<file path="src/rtl/wb_arbiter.sv">
// wb_arbiter: round-robin write-back arbiter sharing one register-file write port among N_REQ one-entry result slots
module wb_arbiter #(
    parameter int N_REQ  = 4,
    parameter int W_DATA = 32,
    parameter int W_REG  = 4
) (
    input  logic                      clk,
    input  logic                      rst,
    input  logic [N_REQ-1:0]          req_i,
    input  logic [N_REQ*W_REG-1:0]    req_r_i,
    input  logic [N_REQ*W_DATA-1:0]   req_data_i,
    output logic [N_REQ-1:0]          full_o,
    input  logic                      wb_stall_i,
    output logic                      wb_o,
    output logic [W_REG-1:0]          wb_r_o,
    output logic [W_DATA-1:0]         wb_data_o,
    output logic [N_REQ-1:0]          grant_o,
    output logic                      pending_o
);
    localparam int W_PTR = (N_REQ > 1) ? $clog2(N_REQ) : 1;
    logic [N_REQ-1:0]  slot_v, sel;
    logic [W_REG-1:0]  slot_r [N_REQ];
    logic [W_DATA-1:0] slot_d [N_REQ];
    logic [W_PTR-1:0]  ptr, w, j;
    logic              found;
    always_comb begin
        w = '0;
        j = '0;
        found = 1'b0;
        for (int i = N_REQ - 1; i >= 0; i--) begin
            j = W_PTR'((int'(ptr) + i) % N_REQ);
            if (slot_v[j]) begin
                w = j;
                found = 1'b1;
            end
        end
    end
    assign sel       = (found && !wb_stall_i) ? N_REQ'(1) << w : '0;
    assign full_o    = slot_v & ~sel;
    assign pending_o = |slot_v;
    always_ff @(posedge clk) begin
        if (!rst) begin
            slot_v    <= '0;
            ptr       <= '0;
            wb_o      <= 1'b0;
            wb_r_o    <= '0;
            wb_data_o <= '0;
            grant_o   <= '0;
            for (int k = 0; k < N_REQ; k++) begin
                slot_r[k] <= '0;
                slot_d[k] <= '0;
            end
        end else begin
            wb_o      <= |sel;
            wb_r_o    <= |sel ? slot_r[w] : '0;
            wb_data_o <= |sel ? slot_d[w] : '0;
            grant_o   <= sel;
            if (|sel)
                ptr <= W_PTR'((int'(w) + 1) % N_REQ);
            // a refill in the drain cycle wins over clearing the slot
            for (int k = 0; k < N_REQ; k++) begin
                if (req_i[k] && !full_o[k]) begin
                    slot_v[k] <= 1'b1;
                    slot_r[k] <= req_r_i[k*W_REG +: W_REG];
                    slot_d[k] <= req_data_i[k*W_DATA +: W_DATA];
                end else if (sel[k]) begin
                    slot_v[k] <= 1'b0;
                end
            end
        end
    end
endmodule

</file>
<file path="config.mk">
export PLATFORM = sky130hd
export DESIGN_NAME = wb_arbiter
export DESIGN_NICKNAME = d
export VERILOG_FILES = /design/src/rtl/wb_arbiter.sv
export SDC_FILE = /design/constraint.sdc
export NUM_CORES = 1
export LEC_CHECK = 0
export CAP_MARGIN = 0
export CORE_MARGIN = 1
export CORE_UTILIZATION = 45
export DETAILED_ROUTE_END_ITERATION = 6
export PLACE_DENSITY_LB_ADDON = 0.12
export SLEW_MARGIN = 20
export SYNTH_ARGS = -nofsm -noshare
export SYNTH_HDL_FRONTEND = slang
export SYNTH_SLANG_ARGS = --single-unit
</file>
<file path="constraint.sdc">
create_clock -name clk -period 5.12 [get_ports clk]
set_input_delay 0.512 -clock clk [delete_from_list [all_inputs] [get_ports clk]]
set_output_delay 0.512 -clock clk [all_outputs]
set_load 0.01 [all_outputs]
</file>
Yosys cells after proc, flatten, opt, wreduce, memory -nomap -nowiden
Memories as Yosys holds them, arrays and structs flattened. A register that Yosys moved wholly into a read port is not among the register bits.
Index checks and enable logic that the tools add are counted.
{"block": "totals", "input_bits": 151, "ff_bits": 11, "ramBits": 144, "memories": 2}
{"block": "op_classes", "mux": 46, "n_lt_le_gt_ge": 4, "n_bitwise": 10, "n_reduce_logical": 19, "shifts": 1, "addsub": 4}
{"memory": "slot_d", "words": 4, "width": 32, "read_ports": 1, "rd_ports_with_merged_regs": 1, "write_ports": 4, "line": "23", "rtl": "logic [W_DATA-1:0] slot_d [N_REQ];"}
{"memory": "slot_r", "words": 4, "width": 4, "read_ports": 1, "rd_ports_with_merged_regs": 1, "write_ports": 4, "line": "22", "rtl": "logic [W_REG-1:0] slot_r [N_REQ];"}
{"operator": "$mux 32", "count": 4}
{"operator": "$mux 1", "count": 29}
{"operator": "$mux 4", "count": 5}
{"operator": "$lt 2x3->1 const B", "count": 4}
{"operator": "$bmux 1 s2", "count": 4}
{"operator": "$mux 2", "count": 4}
{"operator": "$or 1x1->1", "count": 8}
{"operator": "$reduce_bool 2->1", "count": 4}
{"operator": "$reduce_or 4->1", "count": 2}
{"operator": "$logic_not 1->1", "count": 7}
{"operator": "$logic_and 1x1->1", "count": 5}
{"operator": "$add 2x1->2 const B", "count": 2}
{"operator": "$add 2x2->2 const B", "count": 2}
{"operator": "$and 4x4->4", "count": 1}
{"operator": "$not 4->4", "count": 1}
{"operator": "$shl 1x2->4 const A", "count": 1}
{"operator": "$reduce_and 2->1", "count": 1}

Logic depth before layout (Yosys ltp)
Gate-level depths: netlist (run 1).
{"block": "depth", "ltp_word": 17, "ltp_mapped": 8}

Worst setup path after synthesis (run 1)
OpenSTA, ideal clock, no wires.
{"block": "synth_timing", "kind": "flip-flop to flip-flop", "startpoint": "register ptr[1]", "endpoint": "memory slot_d[0][0] (enable)", "t_arrival_ps": 3817, "synth_period_minus_slack_ps": 4297, "n_path_buf": 2, "setup_slack_ps": 823, "required_time_ps": 4641, "path_stages_with_launch": 8, "cell_sequence": "dfxtp_1 > buf_2 > a31oi_1 > o22a_1 > o21ai_0 > buf_2 > inv_1 > o21ai_0"}
{"item": "start: declaration", "line": "24", "rtl": "logic [W_PTR-1:0] ptr, w, j;"}
{"item": "start signal: assignment", "line": "59", "rtl": "ptr <= W_PTR'((int'(w) + 1) % N_REQ);"}
{"item": "end: declaration", "line": "23"}

Worst setup path after layout (run 1)
{"block": "layout_timing", "startpoint": "register ptr[1]", "endpoint": "output full_o[0]"}
{"block": "layout_between", "elab_chain_len": 11}
{"item": "$add 2x2->2", "line": "31", "rtl": "j = W_PTR'((int'(ptr) + i) % N_REQ);"}
{"item": "$bmux 1 s2", "line": "32", "rtl": "if (slot_v[j]) begin"}
{"item": "$mux 1 (not written as such)", "line": "32"}
{"item": "$mux 2 or $mux 1 (tied branches) (4 in a row)", "line": "32"}
{"item": "$shl 1x2->4 or $logic_and 1x1->1 (tied branches)", "line": "38", "rtl": "assign sel = (found && !wb_stall_i) ? N_REQ'(1) << w : '0;"}
{"item": "$mux 4 *", "line": "38"}
{"item": "$not 4->4 *", "line": "39", "rtl": "assign full_o = slot_v & ~sel;"}
{"item": "$and 4x4->4 *", "line": "39"}
{"item": "end: declaration", "line": "12", "rtl": "output logic [N_REQ-1:0] full_o,"}
Every way passes the cells marked *; elsewhere a longest branch is shown, timed or not. The select of a mux whose other input is x is not followed.

==> results of run 1 <==
final cells by class:
class / instances / share of cell area, %
flip-flops and latches: 191 / 50.6
repair buffers: 204 / 19.8
multi-input cells: 305 / 19.6
clock buffers: 21 / 4.33
clock inverters: 11 / 2.73
well taps: 216 / 2.60
inverters: 10 / 0.361
routing by layer:
metal  part of all wire, %  track usage (%)
met5                     0                0
met4                   1.9             9.02
met3                   7.9             7.41
met2                    50             40.7
met1                    40             30.7
state kept, by name, indices dropped and copies added (netlist names):
name / flops
slot_d: 128
wb_data_o: 32
slot_r: 16
grant_o: 4
slot_v: 4
wb_r_o: 4
ptr: 2
wb_o: 1
power breakdown:
| group | total [mW] | switching [mW] | internal (mW) |
|---|---|---|---|
| Clock | 1.63 | 0.554 | 1.08 |
| Sequential | 1.84 | 0.0430 | 1.79 |
| Combinational | 0.416 | 0.207 | 0.209 |
| Total | 3.88 | 0.805 | 3.08 |
how the worst max path moves through the flow:
stage	from	endpoint	slack, ns	depth (start not counted)
6_report	ptr[1]	full_o[0]	1.56	5
2_1_floorplan	ptr[1]	slot_d[0][0]	0.82	7
5_1_grt	ptr[1]	full_o[0]	1.39	5
4_1_cts	ptr[1]	full_o[0]	1.61	5
3_3_place_gp	rst	wb_data_o[25]	1.57	6
3_5_place_dp	rst	wb_data_o[26]	1.52	6
per-stage QoR:
step / worst slack (ns) / hold WS (ns)
2_1_floorplan: 0.823 / 0.441
3_3_place_gp: 1.57 / 0.454
3_5_place_dp: 1.52 / 0.461
4_1_cts: 1.61 / 0.476
5_1_grt: 1.39 / 0.499
6_report: 1.56 / 0.469
critical path: stages (launching register included):
cell,delay (ns)
sky130_fd_sc_hd__dfxtp_1,0.58
sky130_fd_sc_hd__a31oi_1,0.26
sky130_fd_sc_hd__o22a_1,0.28
sky130_fd_sc_hd__o21ai_4,0.67
sky130_fd_sc_hd__inv_1,0.21
sky130_fd_sc_hd__clkdlybuf4s50_1,0.59
cell usage in the layout (no fill, tap or decap), types with 6 or more instances in the layout:
master                            netlist  routed
sky130_fd_sc_hd__clkbuf_16              0      17
sky130_fd_sc_hd__clkdlybuf4s50_1        0     196
sky130_fd_sc_hd__o21ai_1               30      30
sky130_fd_sc_hd__and3_1                74      73
sky130_fd_sc_hd__dfxtp_1               47      47
sky130_fd_sc_hd__o21ai_0               16      12
sky130_fd_sc_hd__bufinv_16              0       9
sky130_fd_sc_hd__and2_1                76      75
sky130_fd_sc_hd__edfxtp_1             144     144
sky130_fd_sc_hd__inv_1                 10      10
sky130_fd_sc_hd__buf_4                  0       6
sky130_fd_sc_hd__a22oi_1               71      71
cell families after synthesis:
family	count (synthesis)	share of synthesized area (%)
simple gates	172	14.4
compound gates	133	11.8
flops	191	70.1
buf+inv	54	3.68
==> results.txt, run 1 <==
The flow ran to the end, and the final reports show no timing, DRC or antenna violations. Overall power consumption after layout is estimated at 3.88 mW. The minimum period implied by the final worst setup slack is 3.56 ns, and the sequential cell area fraction in the yosys report is 70.1%.

After synthesis, the cell types taking the most area are sky130_fd_sc_hd__edfxtp_1, sky130_fd_sc_hd__dfxtp_1, sky130_fd_sc_hd__a22oi_1. Dividing the synthesized area by the synthesized cell count gives 13.7 um2. The first global-routing pass estimated 31.5 mm of wire. The global-route total usage across every layer is 24.7%. STA puts the critical path data arrival time at 3.05 ns.

The proportion of register bits with asynchronous set or reset after synthesis is 0%, and the residual antenna-violating net count after detailed routing is 0. Yosys printed 0 warnings. The synthesized design contains 191 register bits. The via count of the first global-routing pass was 5634. The worst hold path terminates at wb_r_o[2]. Detailed routing inserted a total of 5266 vias.

The mapped cell area was 7510 um2. In this run the tightest slew margin relative to its limit is 26.3%. The worst hold path begins at slot_r[2][2].

TritonCTS built the clock tree. For the final cell utilization of the core, the log shows 64.6%. Setup repair after global routing left no endpoint under its margin. The critical path in this run is classified as flip-flop to primary output. The clock buffer count from CTS was 17; the count of flip-flops with a built-in enable after synthesis was 144. Synthesis produced 550 cells. The design area is 10400 um2. For the setup slack on the worst flop-to-flop path, the log shows 1.78 ns. The clock passes through at most 2 buffers.

The H-tree was split into 4 levels. Post-CTS clock slew at the launch and capture registers of the worst setup and hold paths: 0.07 ns. The logs give 0 for the hold violation count in the final report and 0 for the post-route DRC violation count. In this run the worst path has a maximum fanout of 38. The final clock period utilization by the worst path is 69.5%, and the worst-margin pin slew is 1.10 ns. Summed over all cells, the static leakage comes to 4.01 nW. The number of different library cells used by synthesis comes to 32. The number of nets in the synthesized netlist is 701. The logs give 197 for the number of top-level pins and 0 for the number of antenna violations at the first check in global routing. In this run the tool buffered the top-level ports with 196 buffer cells.

The area share of the largest cell type after synthesis was 57.6%. The max-slew violation total from the final report was 0; the synthesis-to-finish area growth was 38.6%. The worst hold path depth was 2; the post-layout net count was 880. In this run, post-CTS repair resized a total of 0 instances.

Based on the critical path, the design can be clocked at up to 0.281 GHz. The total instance count after detailed placement was 924; the cts-stage hold buffer count was 0. The total power divided by cell area works out to 373 nW/um2. Across the whole layout, storage elements account for 5270 um2.

The clock drives 191 sinks. The tightest min-delay check is of the flip-flop to flip-flop type. The post-route netlist has 7.28% of its cells at a drive strength greater than 1. By count the netlist is led by sky130_fd_sc_hd__edfxtp_1, sky130_fd_sc_hd__and2_1, sky130_fd_sc_hd__and3_1. The effective utilization at floorplan was 46.6%; the peak supply drop was 250 uV.

The die is 131 um wide. Most common cell in the synthesized netlist: sky130_fd_sc_hd__edfxtp_1. The sum of routed wire length over all layers was 20.4 mm. Once placement finished, the instance area stood at 9620 um2. The max-capacitance violation count was 0. The cell type contributing the most total cell area after synthesis is sky130_fd_sc_hd__edfxtp_1. The worst setup path is captured at a primary output. For this run, the leading register cell type out of synthesis is sky130_fd_sc_hd__edfxtp_1. The repair_antennas step left the layout with diodes totalling 0. The finished layout holds 958 standard cells, fillers aside. The height of the die came out at 131 um. The run gives 0 ns as the sum of negative setup slack. STA classifies the critical path startpoint as a flip-flop. The count of routing violations after the opening detailed-route iteration was 460; the core area was 16100 um2. The first TritonRoute pass finished after 5 iterations. The worst flop-to-flop path startpoint was ptr[1].

The run gives 17200 um2 as the die area. The later pin in the worst-skew pair is clocked with a latency of 0.44 ns. The logs give 0.837 for the final weighted congestion in routability-driven placement and 4.61 ns for the required time of the worst setup path.

The number of setup buffers added after CTS is 0. The wire-length estimate of the detail-placed layout is 12.0 mm. Summed over all layers, the global routing overflow is 0. In the final layout, the multi-input gates occupy 2040 um2.

The routed length per placed instance works out to 21.3 um. Setup violations remaining at the end of the flow were counted as 0. The number of cells on the worst reg-to-reg path is 6. The root cell of the clock tree was sky130_fd_sc_hd__clkbuf_16. Between clock sinks in the finished design, the worst skew comes to 0.00633 ns. The capture instance of the worst register-to-register path was slot_d[0][19]. Entering global routing, the biggest net connects 41 pins. The number of standard-cell rows in the floorplan came out at 46.

Dividing the detail-routed via count by the number of cells gives 5.50. The filler cells instantiated in the layout total 1217.
(Power assumes the default switching activity.)
==> run 2: changes to the inputs <==
Settings changed: CORE_UTILIZATION 45 to 44.
Clock period 5.12 ns to 3.2 ns, I/O delays scaled along.
==> run 2 against run 1 <==
Clock-buffer cell count increased by 2; utilization fell by 2.7 points; critical path depth is the same.
==> results.txt, run 2 (synthesis gave the netlist of run 1 again) <==
The number of antenna violations at the first check in global routing was 1 (+1); the post-DP HPWL was 12.3 mm (+2.8%). Based on the critical path, the design can be clocked at up to 0.350 GHz. The die extent in x was 133 um (+1.1%).

The run gives 387 uV (+55%) as the peak supply drop. The tools report the count of cells resized by post-cts repair as 0 (unchanged). The count of H-tree levels built during CTS came out at 4 (unchanged). The register with the most flip-flops in the final layout is slot_d.

Terminating pin of the worst hold path: wb_r_o[1]. The cell with the largest stage delay on the worst path is sky130_fd_sc_hd__dfxtp_1. The total clock sinks was 191 (unchanged). For the cts-stage hold buffer count, the log shows 0 (unchanged). The total instance count after detailed placement was 936 (+1.3%). The routed length per placed instance was 20.1 um (-5.8%); the number of setup violations in the final report was 0 (unchanged). Worst hold path depth: 2 (unchanged). The critical path is of the flip-flop to primary output type. The logs give 0.70 ns (-1.08 ns) for the setup slack on the worst flop-to-flop path and 0 (unchanged) for the remaining global-route overflow. Source-to-sink clock delay at the later pin of the worst-skew pair: 0.43 ns (about the same). The clock buffer count from CTS was 17 (unchanged); the core area was 16600 um2 (+3.3%). Worst-margin pin slew: 0.811 ns (-0.290 ns). The worst register-to-register path begins at slot_v[0].

The instance area at placement is 9710 um2 (+0.95%). The run gives 17600 um2 (+2.2%) as the die area. The effective utilization at floorplan is 45.1% (-1.5 points), and the worst hold slack is 0.471 ns (+0.00197 ns).

The setup skew after layout is 0.00760 ns (+0.00128 ns), and the synthesis-to-finish area growth is 37.1%. TritonCTS built the clock tree. The count of buffers added by post-CTS timing repair for setup came out at 0 (unchanged). For the final weighted congestion in routability-driven placement, the log shows 0.769 (-8.1%). For the headroom to the max-slew limit, the log shows 45.9% (+20 points).

The total power divided by cell area came out at 551 nW/um2 (+48%). The number of flip-flops under the largest register name was 128 (unchanged). The total of buffers placed on input and output ports was 196 (unchanged); the number of inserted diodes was 0 (unchanged). The top cell types in the final layout, fill and taps aside, are sky130_fd_sc_hd__clkdlybuf4s50_1, sky130_fd_sc_hd__edfxtp_1, sky130_fd_sc_hd__and2_1.

The hold violation count in the final report was 0 (unchanged); the count of routing violations after the opening detailed-route iteration was 326 (-29%). The height of the die works out to 133 um (+1.1%). The number of standard-cell rows in the floorplan is 47 (+2.2%). The worst setup path is captured at a primary output.

The overall via count from detail_route was 5166 (-1.9%). The post-route DRC violation count is 0 (unchanged), and the leakage power summed over all cells is 3.95 nW (-1.5%). The required time of the worst setup path came out at 2.88 ns (-1.73 ns).

The fraction of final layout cells with drive strength greater than 1 is 8.02% (+0.74 points). The tools report the via count of the first global-routing pass as 5369 (-4.7%). The run gives 19.4 mm (-4.8%) as the sum of routed wire length over all layers. Detail-routed via count per cell: 5.34 (-2.9%). The residual antenna-violating net count after detailed routing was 0 (unchanged).

The critical path goes through a21oi_1, o211ai_1, o21ai_4, inv_1, clkdlybuf4s50_1. The startpoint kind of the worst setup timing path is a flip-flop. The logs give 5270 um2 (unchanged) for the sequential cell area and 61.9% (-2.7 points) for the final cell utilization of the core.

The logs give 29.8 mm (-5.1%) for the wire length of the first global-routing pass and 197 (unchanged) for the number of top-level pins. The largest registers in the layout are slot_d (128), wb_data_o (32), slot_r (16). The pin count of the biggest net entering global routing came out at 38 (-7.3%). Leaving out fill and tap cells, the most frequent cell in the layout is sky130_fd_sc_hd__clkdlybuf4s50_1.

The flow ran to the end, and the final reports show no timing, DRC or antenna violations. Of the available clock period, the critical path in the final layout requires 89.2%. The post-layout net count is 886 (+0.68%), and the highest cell delay on the worst timing path is 0.58 ns (-0.09 ns).

The number of cells on the worst reg-to-reg path is 6 (unchanged). The worst endpoint data arrival time is 2.53 ns (-0.52 ns). Path type of the worst min-delay path: flip-flop to flip-flop. The minimum period implied by the final worst setup slack came out at 2.85 ns. The largest fanout on the critical path is 17 (-55%). In this run the clock root is driven by a sky130_fd_sc_hd__clkbuf_16. Setup repair after global routing left no endpoint under its margin. The run gives 2040 um2 (unchanged) as the multi-input combinational cell area.

The run gives 0 ns (unchanged) as the sum of negative setup slack. The global-route total usage across every layer was 23.2% (-1.5 points). The max-slew violation total from the final report is 0 (unchanged).

The run gives 5 (unchanged) as the number of iterations in the first detailed-routing pass. For the design area, the log shows 10300 um2 (-1.1%). The number of inserted filler cells in the final layout is 1284 (+5.5%), and the maximum count of clock buffers along a single path is 2 (unchanged). The hold path startpoint was slot_r[2][1].

The capture instance of the worst register-to-register path was slot_d[1][23]. The run gives 0 (unchanged) as the max-capacitance violation count. The final cell count without fillers is 968 (+1.0%), and the post-CTS clock slew at the launch and capture registers of the worst setup and hold paths is 0.06 ns (about the same).
## run 2: worst max-delay path, delay by kind of cell, from the launching register on
| family | cells | cell delay, ns |
|---|---|---|
| AOI/OAI and AO/OA | 3 | 0.84 |
| buffers and inverters | 2 | 0.68 |
| DFF | 1 | 0.58 |
## run 2: layout make-up
| type | instances | area share, % |
|---|---|---|
| clock inverters | 9 | 1.06 |
| repair buffers | 210 | 20.3 |
| flip-flops and latches | 191 | 51.1 |
| clock buffers | 23 | 4.64 |
| inverters | 10 | 0.364 |
| well taps | 220 | 2.67 |
| multi-input cells | 305 | 19.8 |
## run 2: power breakdown
part	leakage (nW)	total, mW	switching [mW]	internal, mW
combinational	1.73	0.652	0.319	0.333
clock	0.275	2.08	0.871	1.21
sequential	1.94	2.94	0.0675	2.87
## run 2: per-stage QoR
step / total power, mW / setup slack [ns]
5_1_grt: 5.86 / 0.152
6_report: 5.67 / 0.347
3_5_place_dp: 3.64 / 0.669
4_1_cts: 5.70 / 0.349
3_3_place_gp: 3.63 / 0.661
2_1_floorplan: 3.25 / 0.195
## run 2: metal layers
metal	track usage (%)	share of wire, %
met1	29.2	42
met2	39.9	50
met3	4.79	6.1
met4	7.41	1.1
met5	0	0
## run 2: worst max path at each step
stage / from / endpoint / slack [ns]
floorplan: slot_v[0] / slot_d[3][0] / 0.19
global placement: rst / slot_d[1][16] / 0.66
detailed placement: rst / wb_data_o[19] / 0.67
CTS: slot_v[0] / full_o[3] / 0.35
global route: slot_v[0] / full_o[3] / 0.15
finish: ptr[1] / full_o[1] / 0.35
==> run 3: changes to the inputs <==
Settings changed: CORE_UTILIZATION 44 to 35.
==> run 3 against run 2 <==
Critical path depth decreased by 1; maximum frequency down 1.7%; sequential cell count did not move; critical endpoint is now full_o[3].
==> results.txt, run 3 (synthesis gave the netlist of run 1 again) <==
The logs give 4 (unchanged) for the count of H-tree levels built during CTS and 0 (unchanged) for the number of inserted diodes. The largest registers in the layout are slot_d (128), wb_data_o (32), slot_r (16). The worst-margin pin slew came out at 0.805 ns (-0.00661 ns). Die area: 22000 um2 (+25%). In the layout the commonest cells are sky130_fd_sc_hd__clkdlybuf4s50_1, sky130_fd_sc_hd__edfxtp_1, sky130_fd_sc_hd__and2_1.

The minimum period implied by the final worst setup slack was 2.90 ns (+0.0485 ns); the pin count of the biggest net entering global routing was 39 (+2.6%). The buffers plus inverters on the worst setup path came out at 1 (-1). Worst hold slack: 0.472 ns (+0.000832 ns). The logs give 18.4% (-4.7 points) for the global-route total usage across every layer and 0 (unchanged) for the post-route DRC violation count. The number of inserted filler cells in the final layout was 1833 (+43%). Setup repair after global routing left no endpoint under its margin. The number of top-level pins was 197 (unchanged).

The cell family contributing the most delay on the critical path is compound AO/OA/AOI/OAI gates. Post-layout net count: 887 (+0.11%). For the max-capacitance violation count, the log shows 0 (unchanged).

The die extent in x works out to 148 um (+12%). The run gives 0 (unchanged) as the number of setup violations in the final report. The max-slew violation total from the final report was 0 (unchanged); the leakage power summed over all cells was 3.98 nW (+0.52%). The synthesis-to-finish area growth works out to 38.2%. The number of antenna violations at the first check in global routing is 0 (-1), and the total instance count after detailed placement is 992 (+6.0%). Clock tree synthesis selected as its root buffer the cell sky130_fd_sc_hd__clkbuf_16. The routed length per placed instance was 19.2 um (-4.2%). For the overall via count from detail_route, the log shows 5006 (-3.1%). The final clock period utilization by the worst path came out at 90.7% (+1.5 points).

Kind of critical path: flip-flop to primary output. The number of standard-cell rows in the floorplan is 53 (+13%). The logs give 17 (unchanged) for the clock buffer count from CTS and 341 uV (-12%) for the peak supply drop. Cell with the largest stage delay on the worst path: sky130_fd_sc_hd__clkdlybuf4s50_1.

For the total clock sinks, the log shows 191 (unchanged). The flow ran to the end, and the final reports show no timing, DRC or antenna violations. The total power divided by cell area was 546 nW/um2 (-0.78%). The run gives 0 ns (unchanged) as the sum of negative setup slack. The final cell utilization of the core is 49.4% (-12 points). TritonCTS built the clock tree.

The total power after layout is 5.67 mW (about the same). The count of routing violations after the opening detailed-route iteration was 437 (+34%). The tools report the post-DP HPWL as 13.2 mm (+7.0%). The logs give 46.4% (+0.44 points) for the headroom to the max-slew limit and 0.345 GHz (-1.7%) for the achievable clock frequency. For the cts-stage hold buffer count, the log shows 0 (unchanged).

STA classifies the critical path endpoint as a primary output. The run gives 29.9 mm (about the same) as the wire length of the first global-routing pass. Source-to-sink clock delay at the later pin of the worst-skew pair: 0.43 ns (about the same).

The sum of routed wire length over all layers came out at 19.7 mm (+1.3%). The count of cells resized by post-cts repair came out at 0 (unchanged). For the number of iterations in the first detailed-routing pass, the log shows 5 (unchanged). For the remaining global-route overflow, the log shows 0 (unchanged).

The height of the die is 148 um (+12%), and the required time of the worst setup path is 2.88 ns (about the same). The startpoint kind of the worst setup timing path was a flip-flop. The run gives 35.7% (-9.4 points) as the effective utilization at floorplan. The tools report the maximum count of clock buffers along a single path as 2 (unchanged).

Register with the highest flop count: slot_d. The largest fanout on the critical path is 9 (-8), and the fraction of final layout cells with drive strength greater than 1 is 8.54% (+0.52 points). The total of buffers placed on input and output ports works out to 196 (unchanged). Setup skew after layout: 0.00988 ns (+0.00228 ns). The residual antenna-violating net count after detailed routing was 0 (unchanged). Traced cell by cell, the critical path runs through nor2b_1, o21ai_0, a31oi_1, clkdlybuf4s50_1. The via count of the first global-routing pass is 5293 (-1.4%), and the detail-routed via count per cell is 4.89 (-8.4%). The run gives 1024 (+5.8%) as the final cell count without fillers. The core area was 21000 um2 (+26%); the post-CTS clock slew at the launch and capture registers of the worst setup and hold paths was 0.07 ns (about the same). The number of flip-flops under the largest register name is 128 (unchanged). Leaving out fill and tap cells, the most frequent cell in the layout is sky130_fd_sc_hd__clkdlybuf4s50_1. Highest cell delay on the worst timing path: 0.67 ns (+0.09 ns). The run gives 0 (unchanged) as the hold violation count in the final report. The logs give 2.58 ns (+0.05 ns) for the worst endpoint data arrival time and 0.782 (+1.7%) for the final weighted congestion in routability-driven placement. The tools report the count of buffers added by post-CTS timing repair for setup as 0 (unchanged).

In this run the worst hold path is classified as flip-flop to flip-flop.
run 3: worst register-to-register path: stages, from the launching register on:
cell and delay (ns):
sky130_fd_sc_hd__dfxtp_1 0.57, sky130_fd_sc_hd__nor2b_1 0.11, sky130_fd_sc_hd__o21ai_0 0.23, sky130_fd_sc_hd__a31oi_1 0.29, sky130_fd_sc_hd__nor3b_4 0.61, sky130_fd_sc_hd__buf_4 0.35, sky130_fd_sc_hd__and2_1 0.17
run 3: per-stage QoR:
stage	setup slack, ns	cell area [um2]
global placement	0.662	9800
global route	0.194	10400
CTS	0.288	10400
finish	0.298	10400
detailed placement	0.650	9800
floorplan	0.195	7510
run 3: layer usage:
metal / global-route usage (%) / routed length, um / up-vias
li1: - / - / 2428
met5: 0 / 0 / -
met1: 22.5 / 8240 / 2380
met2: 32.2 / 10100 / 177
met4: 6.34 / 301 / 0
met3: 3.83 / 1030 / 21
run 3: final timing paths:
path,startpoint,endpoint,slack [ns],depth (start not counted)
max,slot_v[0],full_o[3],0.30,4
min reg2reg,slot_d[2][5],wb_data_o[5],0.47,2
min,slot_d[2][5],wb_data_o[5],0.47,2
max reg2reg,ptr[1],slot_d[3][27],0.72,6
run 3: area by class of cell:
type / instances / area (um2) / share of cell area (%)
Sequential cell: 191 / 5270 / 50.7
Timing Repair Buffer: 211 / 2110 / 20.3
Multi-Input combinational cell: 305 / 2040 / 19.7
Clock buffer: 17 / 425 / 4.10
Tap cell: 275 / 344 / 3.31
Clock inverter: 15 / 156 / 1.51
Inverter: 10 / 37.5 / 0.362
run 3: power by group:
group,switching [mW],total (mW),leakage [nW],internal [mW]
logic,0.319,0.656,1.75,0.337
clock network,0.981,2.08,0.285,1.10
registers,0.0669,2.93,1.94,2.87
